--- src/rtl/multicycle_control_unit.sv ---
// Multicycle MIPS controller: Moore FSM sequencing fetch/decode/execute,
// stalling on mem_ready and trapping on illegal opcodes or memory timeouts.
module multicycle_control_unit #(
  parameter int MEM_TIMEOUT = 15,
  parameter bit ENABLE_ADDI = 1'b1,
  parameter int CNT_W       = 32
) (
  input  logic             clk,
  input  logic             rst_n,
  input  logic [5:0]       opcode,
  input  logic             mem_ready,
  output logic             pc_write,
  output logic             pc_write_cond,
  output logic             ir_write,
  output logic             i_or_d,
  output logic             mem_read,
  output logic             mem_write,
  output logic             reg_dst,
  output logic             mem_to_reg,
  output logic             reg_write,
  output logic             alu_src_a,
  output logic             branch_ne,
  output logic [1:0]       alu_src_b,
  output logic [1:0]       alu_op,
  output logic [1:0]       pc_source,
  output logic             instr_retired,
  output logic [CNT_W-1:0] instr_count,
  output logic             illegal_op,
  output logic             bus_error
);

  localparam bit TO_EN = MEM_TIMEOUT > 0;
  localparam int WW =
    TO_EN ? $clog2(MEM_TIMEOUT + 1) : 1;
  localparam int TO_LAST =
    TO_EN ? MEM_TIMEOUT - 1 : 0;
  localparam logic [WW-1:0] WAIT_LAST = WW'(TO_LAST);

  localparam logic [5:0] OP_R    = 6'b000000;
  localparam logic [5:0] OP_LW   = 6'b100011;
  localparam logic [5:0] OP_SW   = 6'b101011;
  localparam logic [5:0] OP_BEQ  = 6'b000100;
  localparam logic [5:0] OP_BNE  = 6'b000101;
  localparam logic [5:0] OP_J    = 6'b000010;
  localparam logic [5:0] OP_ADDI = 6'b001000;

  typedef enum logic [3:0] {
    RESET_S,
    FETCH,
    DECODE,
    EXECUTE,
    ALU_WB,
    MEM_ADDR,
    MEM_READ,
    MEM_WB,
    MEM_WRITE,
    BRANCH,
    JUMP,
    ADDI_EXEC,
    ADDI_WB,
    TRAP
  } state_t;

  state_t        state;
  state_t        state_nx;
  logic [WW-1:0] wait_cnt;
  logic          in_mem;
  logic          timeout;
  logic          set_ill;
  logic          set_berr;

  assign in_mem = (state == FETCH) ||
                  (state == MEM_READ) ||
                  (state == MEM_WRITE);

  // ready in the same cycle always wins over the timeout
  assign timeout = TO_EN && in_mem && !mem_ready &&
                   (wait_cnt == WAIT_LAST);

  always_ff @(posedge clk or negedge rst_n) begin
    if (!rst_n) begin
      state       <= RESET_S;
      wait_cnt    <= '0;
      instr_count <= '0;
      illegal_op  <= 1'b0;
      bus_error   <= 1'b0;
    end else begin
      state <= state_nx;
      if (state_nx != state)
        wait_cnt <= '0;
      else if (in_mem && !mem_ready)
        wait_cnt <= wait_cnt + WW'(1);
      if (instr_retired)
        instr_count <= instr_count + CNT_W'(1);
      if (set_ill)
        illegal_op <= 1'b1;
      if (set_berr)
        bus_error <= 1'b1;
    end
  end

  always_comb begin
    state_nx = state;
    set_ill  = 1'b0;
    set_berr = 1'b0;
    unique case (state)
      RESET_S: state_nx = FETCH;
      FETCH: begin
        if (mem_ready) begin
          state_nx = DECODE;
        end else if (timeout) begin
          state_nx = TRAP;
          set_berr = 1'b1;
        end
      end
      DECODE: begin
        unique case (1'b1)
          opcode == OP_R:
            state_nx = EXECUTE;
          opcode == OP_LW,
          opcode == OP_SW:
            state_nx = MEM_ADDR;
          opcode == OP_BEQ,
          opcode == OP_BNE:
            state_nx = BRANCH;
          opcode == OP_J:
            state_nx = JUMP;
          ENABLE_ADDI && (opcode == OP_ADDI):
            state_nx = ADDI_EXEC;
          default: begin
            state_nx = TRAP;
            set_ill  = 1'b1;
          end
        endcase
      end
      EXECUTE: state_nx = ALU_WB;
      ALU_WB:  state_nx = FETCH;
      MEM_ADDR: begin
        if (opcode == OP_LW)
          state_nx = MEM_READ;
        else
          state_nx = MEM_WRITE;
      end
      MEM_READ, MEM_WRITE: begin
        if (mem_ready) begin
          state_nx = (state == MEM_READ) ? MEM_WB : FETCH;
        end else if (timeout) begin
          state_nx = TRAP;
          set_berr = 1'b1;
        end
      end
      MEM_WB:    state_nx = FETCH;
      BRANCH:    state_nx = FETCH;
      JUMP:      state_nx = FETCH;
      ADDI_EXEC: state_nx = ADDI_WB;
      ADDI_WB:   state_nx = FETCH;
      TRAP:      state_nx = TRAP;
      default:   state_nx = RESET_S;
    endcase
  end

  always_comb begin
    pc_write      = 1'b0;
    pc_write_cond = 1'b0;
    ir_write      = 1'b0;
    i_or_d        = 1'b0;
    mem_read      = 1'b0;
    mem_write     = 1'b0;
    reg_dst       = 1'b0;
    mem_to_reg    = 1'b0;
    reg_write     = 1'b0;
    alu_src_a     = 1'b0;
    branch_ne     = 1'b0;
    alu_src_b     = 2'b00;
    alu_op        = 2'b00;
    pc_source     = 2'b00;
    instr_retired = 1'b0;
    unique case (state)
      FETCH: begin
        mem_read  = 1'b1;
        alu_src_b = 2'b01;
        ir_write  = mem_ready;
        pc_write  = mem_ready;
      end
      DECODE: alu_src_b = 2'b11;
      EXECUTE: begin
        alu_src_a = 1'b1;
        alu_op    = 2'b10;
      end
      ALU_WB: begin
        reg_dst       = 1'b1;
        reg_write     = 1'b1;
        instr_retired = 1'b1;
      end
      MEM_ADDR, ADDI_EXEC: begin
        alu_src_a = 1'b1;
        alu_src_b = 2'b10;
      end
      MEM_READ: begin
        mem_read = 1'b1;
        i_or_d   = 1'b1;
      end
      MEM_WB: begin
        mem_to_reg    = 1'b1;
        reg_write     = 1'b1;
        instr_retired = 1'b1;
      end
      MEM_WRITE: begin
        mem_write     = 1'b1;
        i_or_d        = 1'b1;
        instr_retired = mem_ready;
      end
      BRANCH: begin
        alu_src_a     = 1'b1;
        alu_op        = 2'b01;
        pc_write_cond = 1'b1;
        pc_source     = 2'b01;
        branch_ne     = (opcode == OP_BNE);
        instr_retired = 1'b1;
      end
      JUMP: begin
        pc_write      = 1'b1;
        pc_source     = 2'b10;
        instr_retired = 1'b1;
      end
      ADDI_WB: begin
        reg_write     = 1'b1;
        instr_retired = 1'b1;
      end
      default: ;
    endcase
  end

endmodule

--- config.mk ---
export PLATFORM = sky130hd
export DESIGN_NAME = multicycle_control_unit
export DESIGN_NICKNAME = d
export VERILOG_FILES = /design/src/rtl/multicycle_control_unit.sv
export SDC_FILE = /design/constraint.sdc
export NUM_CORES = 1
export LEC_CHECK = 0
export CAP_MARGIN = 20
export CORE_MARGIN = 3
export CORE_UTILIZATION = 45
export CTS_BUF_LIST = sky130_fd_sc_hd__clkbuf_4
export DETAILED_ROUTE_END_ITERATION = 16
export PLACE_DENSITY = 0.78
export SLEW_MARGIN = 10
export SYNTH_ARGS = -nofsm -noshare
export SYNTH_HDL_FRONTEND = slang
export SYNTH_SLANG_ARGS = --single-unit
--- constraint.sdc ---
create_clock -name clk -period 2.1 [get_ports clk]
set_input_delay 0.42 -clock clk [delete_from_list [all_inputs] [get_ports clk]]
set_output_delay 0.42 -clock clk [all_outputs]
set_load 0.05 [all_outputs]
Yosys cells after proc, flatten, opt, wreduce, memory -nomap -nowiden

Cells that the tools add are included.

Eq/ne operators: 21
Add/subtract/negate cells: 2
Reduce and logical (&&, ||, !) cells: 19
Mux-type cells: 29

Operators by type and width:

| kind                                                                  | number |
|---|---|
| 32-bit by 1-bit adder with 32-bit output, second input constant       | 1 |
| 4-bit one-hot mux with 8 select lines                                 | 1 |
| 4-bit equality test, second input constant                            | 7 |
| 4-bit two-way mux                                                     | 6 |
| 4-bit one-hot mux with 5 select lines                                 | 1 |
| 4-bit by 3-bit equality test with 1-bit output, second input constant | 4 |
| 1-bit two-way mux                                                     | 15 |
| 6-bit by 3-bit equality test with 1-bit output, second input constant | 2 |
| 6-bit equality test, second input constant                            | 2 |
| 2-bit OR reduction                                                    | 5 |
| 4-bit by 2-bit equality test with 1-bit output, second input constant | 2 |
| 2-bit one-hot mux with 2 select lines                                 | 2 |
| 7-bit OR reduction                                                    | 1 |
| 6-bit by 2-bit equality test with 1-bit output, second input constant | 1 |
| 6-bit by 4-bit equality test with 1-bit output, second input constant | 1 |
| 6-bit logical NOT                                                     | 1 |
| 2-bit one-hot mux with 3 select lines                                 | 1 |
| 3-bit OR reduction                                                    | 2 |
| 6-bit OR reduction                                                    | 1 |
| 5-bit OR reduction                                                    | 1 |
| 4-bit by 1-bit adder with 4-bit output, second input constant         | 1 |
| 4-bit by 1-bit equality test with 1-bit output, second input constant | 1 |
| 4-bit logical NOT                                                     | 1 |
| 4-bit inequality test                                                 | 1 |
| other kinds (7)                                                       | 10 |

Flip-flop bits (word level): 42
Output and inout port bits: 52
Input port bits: 9

Depth between registers and ports, before layout

Depth after elaboration: 10
Gate-level depth with buffers: 7
Gate-level depth less buffers: 7

Least setup slack after synthesis

No wires, ideal clock.

Path kind: register to output
From: reg state[0]
To: out branch_ne
Arrival: 2.561 ns
Setup slack: -0.881 ns
Cell stages (with the launch flop): 5
Path through: dfrtp_1 -> clkbuf_1 -> clkbuf_1 -> nand2_1 -> nor4_1

Longest elaborated chain between the ends: 2

RTL lines:

| item                     | RTL line | source |
|---|---|---|
| start: declaration       | 64       | `state_t state;` |
| start signal: assignment | 88       | `state <= state_nx;` |
| 4-bit equality test      | 178      | `unique case (state)` |
| 1-bit two-way mux        | 178      |  |
| end: declaration         | 22       | `output logic branch_ne,` |

Every way passes these cells.

Worst setup path after layout

From: reg state[3]
To: out i_or_d

Longest elaborated chain between the ends: 3

RTL lines:

| item                                                                                         | RTL line | source |
|---|---|---|
| 4-bit by 3-bit equality test with 1-bit output / 4-bit equality test (equally long branches) | 178      |  |
| 2-bit OR reduction (no source line) *                                                        | n/a      |  |
| 1-bit two-way mux *                                                                          | 178      |  |
| end: declaration                                                                             | 15       | `output logic i_or_d,` |

Every way passes the cells marked *; elsewhere a longest branch is shown, timed or not.

==> flow_summary.toml <==
[status]
status = "finished with violations"
failed_checks = "negative setup slack"

[pwr]
pwr_density_cell_mw_per_mm2 = 1141
power.total_mw = 4.363
ir_drop_mv = 0.9358
pwr-share-clk = 0.092
switching_share = 0.4674
p_seq_frac = 0.245
p_leak_nw = 1.910
p_int_mw = 2.324
pwr-share-comb = 0.663
p_switching_mw = 2.039

[placed_design]
port_buffers = 60
postPlaceCellArea_mm2 = 0.003451
dp_slack_ns = -0.1149
routabilityCongestion = 0.8809
post-dp-hpwl_um = 4640
placedCellCount = 419

[sta]
maxSlewHeadroom = 0.5367
whs_ns = 0.07701
rsz0062_at_grt = "yes"
drv_slew = 0
tightestPinTransition_ns = 0.6949
post-route-worst-setup-slack_ns = -0.04130
hold_viol = 0
setup_viol = 3
timing.fmax_mhz = 467.0
finalCritPeriodShare = 1.020
period_minus_slack_ns = 2.141
fin_skew_ns = 0.01110
finalSetupTns_ns = -0.07293

[setup_path]
cp.required_ns = 1.68
startpoint = "state[3]"
crit_path_start_kind = "flip-flop"
cp-end-kind = "primary output"
crit_path_max_fanout = 8
regToRegStartpoint = "state[1]"
path_class = "flip-flop to primary output"
arrival_ns = 1.72

[logic_synthesis]
yosys_register_bits = 42
netlist_instances = 273
ys_seq_area_frac = 0.4223
async_reset_ff_frac = 1.000
netlist_area_mm2 = 0.002489
synth-simple-area-share = 0.2740
synth_area_leaders = "dfrtp_1 (42%), xnor2_1 (8.4%), nand3_1 (4.2%)"
yosysTopAreaCell = "dfrtp_1"
postSynthAreaPerCell_um2 = 9.116
synth_warnings = 0
synth_cell_types = 54
yosysMostFrequentCell = "dfrtp_1"
synthTopCellsByCount = "dfrtp_1 (42), nor2_1 (25), xnor2_1 (24)"
synthAdderAreaFrac = 0.01508
synth-compound-area-share = 0.1046
synth_top_flop_cell = "dfrtp_1"
yosysTopAreaCellShare = 0.4223
synth_top_family_by_area = "simple AND/OR/NAND/NOR gates"
synth_edf_count = 0
synth_mux_area_frac = 0.01307
syn-num-nets = 285
synth_xor_area_frac = 0.1197

[finish]
final_cell_count_no_fill = 445
antenna_cells_inserted = 0
drive_gt1_frac = 0.3013
post-route-util = 0.7303
nets = 386
syn_to_final_growth_pct = 53.70
final_area_mm2 = 0.003825

[cts]
cts_tree = "done"
root_buffer = "clkbuf_4"
htreeDepth = 2
cts_buffers = 5
clockBufferDepth = 2
clk_pin_slew_ns = 0.13
cts.hold.buffers_added = 0
clk_latency_ns = 0.36
cts.sinks = 42

[drt]
vias = 2476
vias_per_cell = 5.564
wl_per_cell_um = 15.78
drt_iter0_drc = 185
drt_wl_total_um = 7023
drcViolationCount = 0
antenna_left = 0
drtPass1Iterations = 4

[die]
die_width_um = 80.37
start_util = 0.4752
die-area_mm2 = 0.006459
core_mm2 = 0.005238
io_pins = 61
rows = 26
die_y_um = 80.37

[flow_run]
max_cap_violations = 0

[global_route]
grt_pass1_wl_um = 10850
grt_max_degree = 33
grt_pass1_vias = 2303
grt_overflow = 0
antenna_found_initial = 0
track_usage = 0.2124

[worst_hold_path]
hold_path.class = "input pin to asynchronous set/reset pin"
-- registers in the layout, indices dropped and copies added (netlist names) --
signal	flops
instr_count	32
state	4
wait_cnt	4
bus_error	1
illegal_op	1
-- worst paths after layout --
path	slack (ns)	depth (start not counted)	endpoint
hold reg to reg	0.49	1	bus_error
max in group asynchronous	1.40	2	instr_count[29]
hold / removal	0.08	1	instr_count[21]
setup / recovery	-0.04	4	i_or_d
setup reg to reg	0.12	6	instr_count[20]
min in group clk	0.49	1	bus_error
-- repair_timing --
| item | 4_1_cts | 5_1_grt |
|---|---|---|
| gates cloned | 0 | 1 |
| resized for setup | 20 | 38 |
| buffers inserted | 9 | 9 |
| setup endpoints to repair | 18 | 26 |
| pin swaps | 2 | 7 |
-- cells in the final DEF, fill, tap and decap left out, types with 10 or more instances in the layout --
| cell type | n |
|---|---|
| buf_4 | 45 |
| dfrtp_1 | 39 |
| clkdlybuf4s50_1 | 26 |
| xnor2_1 | 24 |
| nor2_1 | 20 |
| nand3_1 | 20 |
| nand2_1 | 16 |
| dlymetal6s2s_1 | 15 |
| nor3_1 | 14 |
| buf_12 | 12 |
| nand4_1 | 10 |
| xor2_1 | 10 |
-- layer usage --
metal / wire length [µm] / vias to the layer above / global-route usage / share of wire
met5: 0 / - / 0 / 0
met4: 121 / 0 / 0.07432 / 0.017
met3: 404 / 14 / 0.03587 / 0.058
met2: 3586 / 91 / 0.3568 / 0.51
met1: 2912 / 1201 / 0.2749 / 0.41
li1: - / 1170 / - / -
-- cell type report --
| class | count | area (µm²) |
|---|---|---|
| fill | 377 | 1413 |
| clock inverter | 3 | 16.27 |
| inverter | 11 | 48.80 |
| tap | 70 | 87.58 |
| sequential | 42 | 1055 |
| timing repair buffer | 110 | 1160 |
| multi-input combinational | 204 | 1420 |
| clock buffer | 5 | 37.54 |
-- power groups by stage --
stage / Combinational [mW] / Clock (mW) / Sequential, mW
floorplan: 1.25 / 0 / 1.23
global placement: 2.33 / 0 / 1.08
detailed placement: 2.36 / 0 / 1.09
CTS: 2.58 / 0.404 / 1.06
global route: 3.04 / 0.449 / 1.08
finish: 2.89 / 0.400 / 1.07
-- worst max-delay path, stage by stage, from the launching register on --
cell and delay, ns:
dfrtp_1 0.41, buf_6 0.17, or3b_4 0.40, a21oi_4 0.21, buf_12 0.16
-- logic make-up (layout without fill, tap and decap cells) --
| group | count (synthesis) | count (layout) |
|---|---|---|
| simple gates | 125 | 125 |
| mux | 3 | 3 |
| fa+ha+maj | 3 | 3 |
| buf+inv | 27 | 129 |
| xor+xnor | 34 | 34 |
| flops | 42 | 42 |
| compound gates | 39 | 39 |
Note: power is estimated with default switching activity, not from simulation.
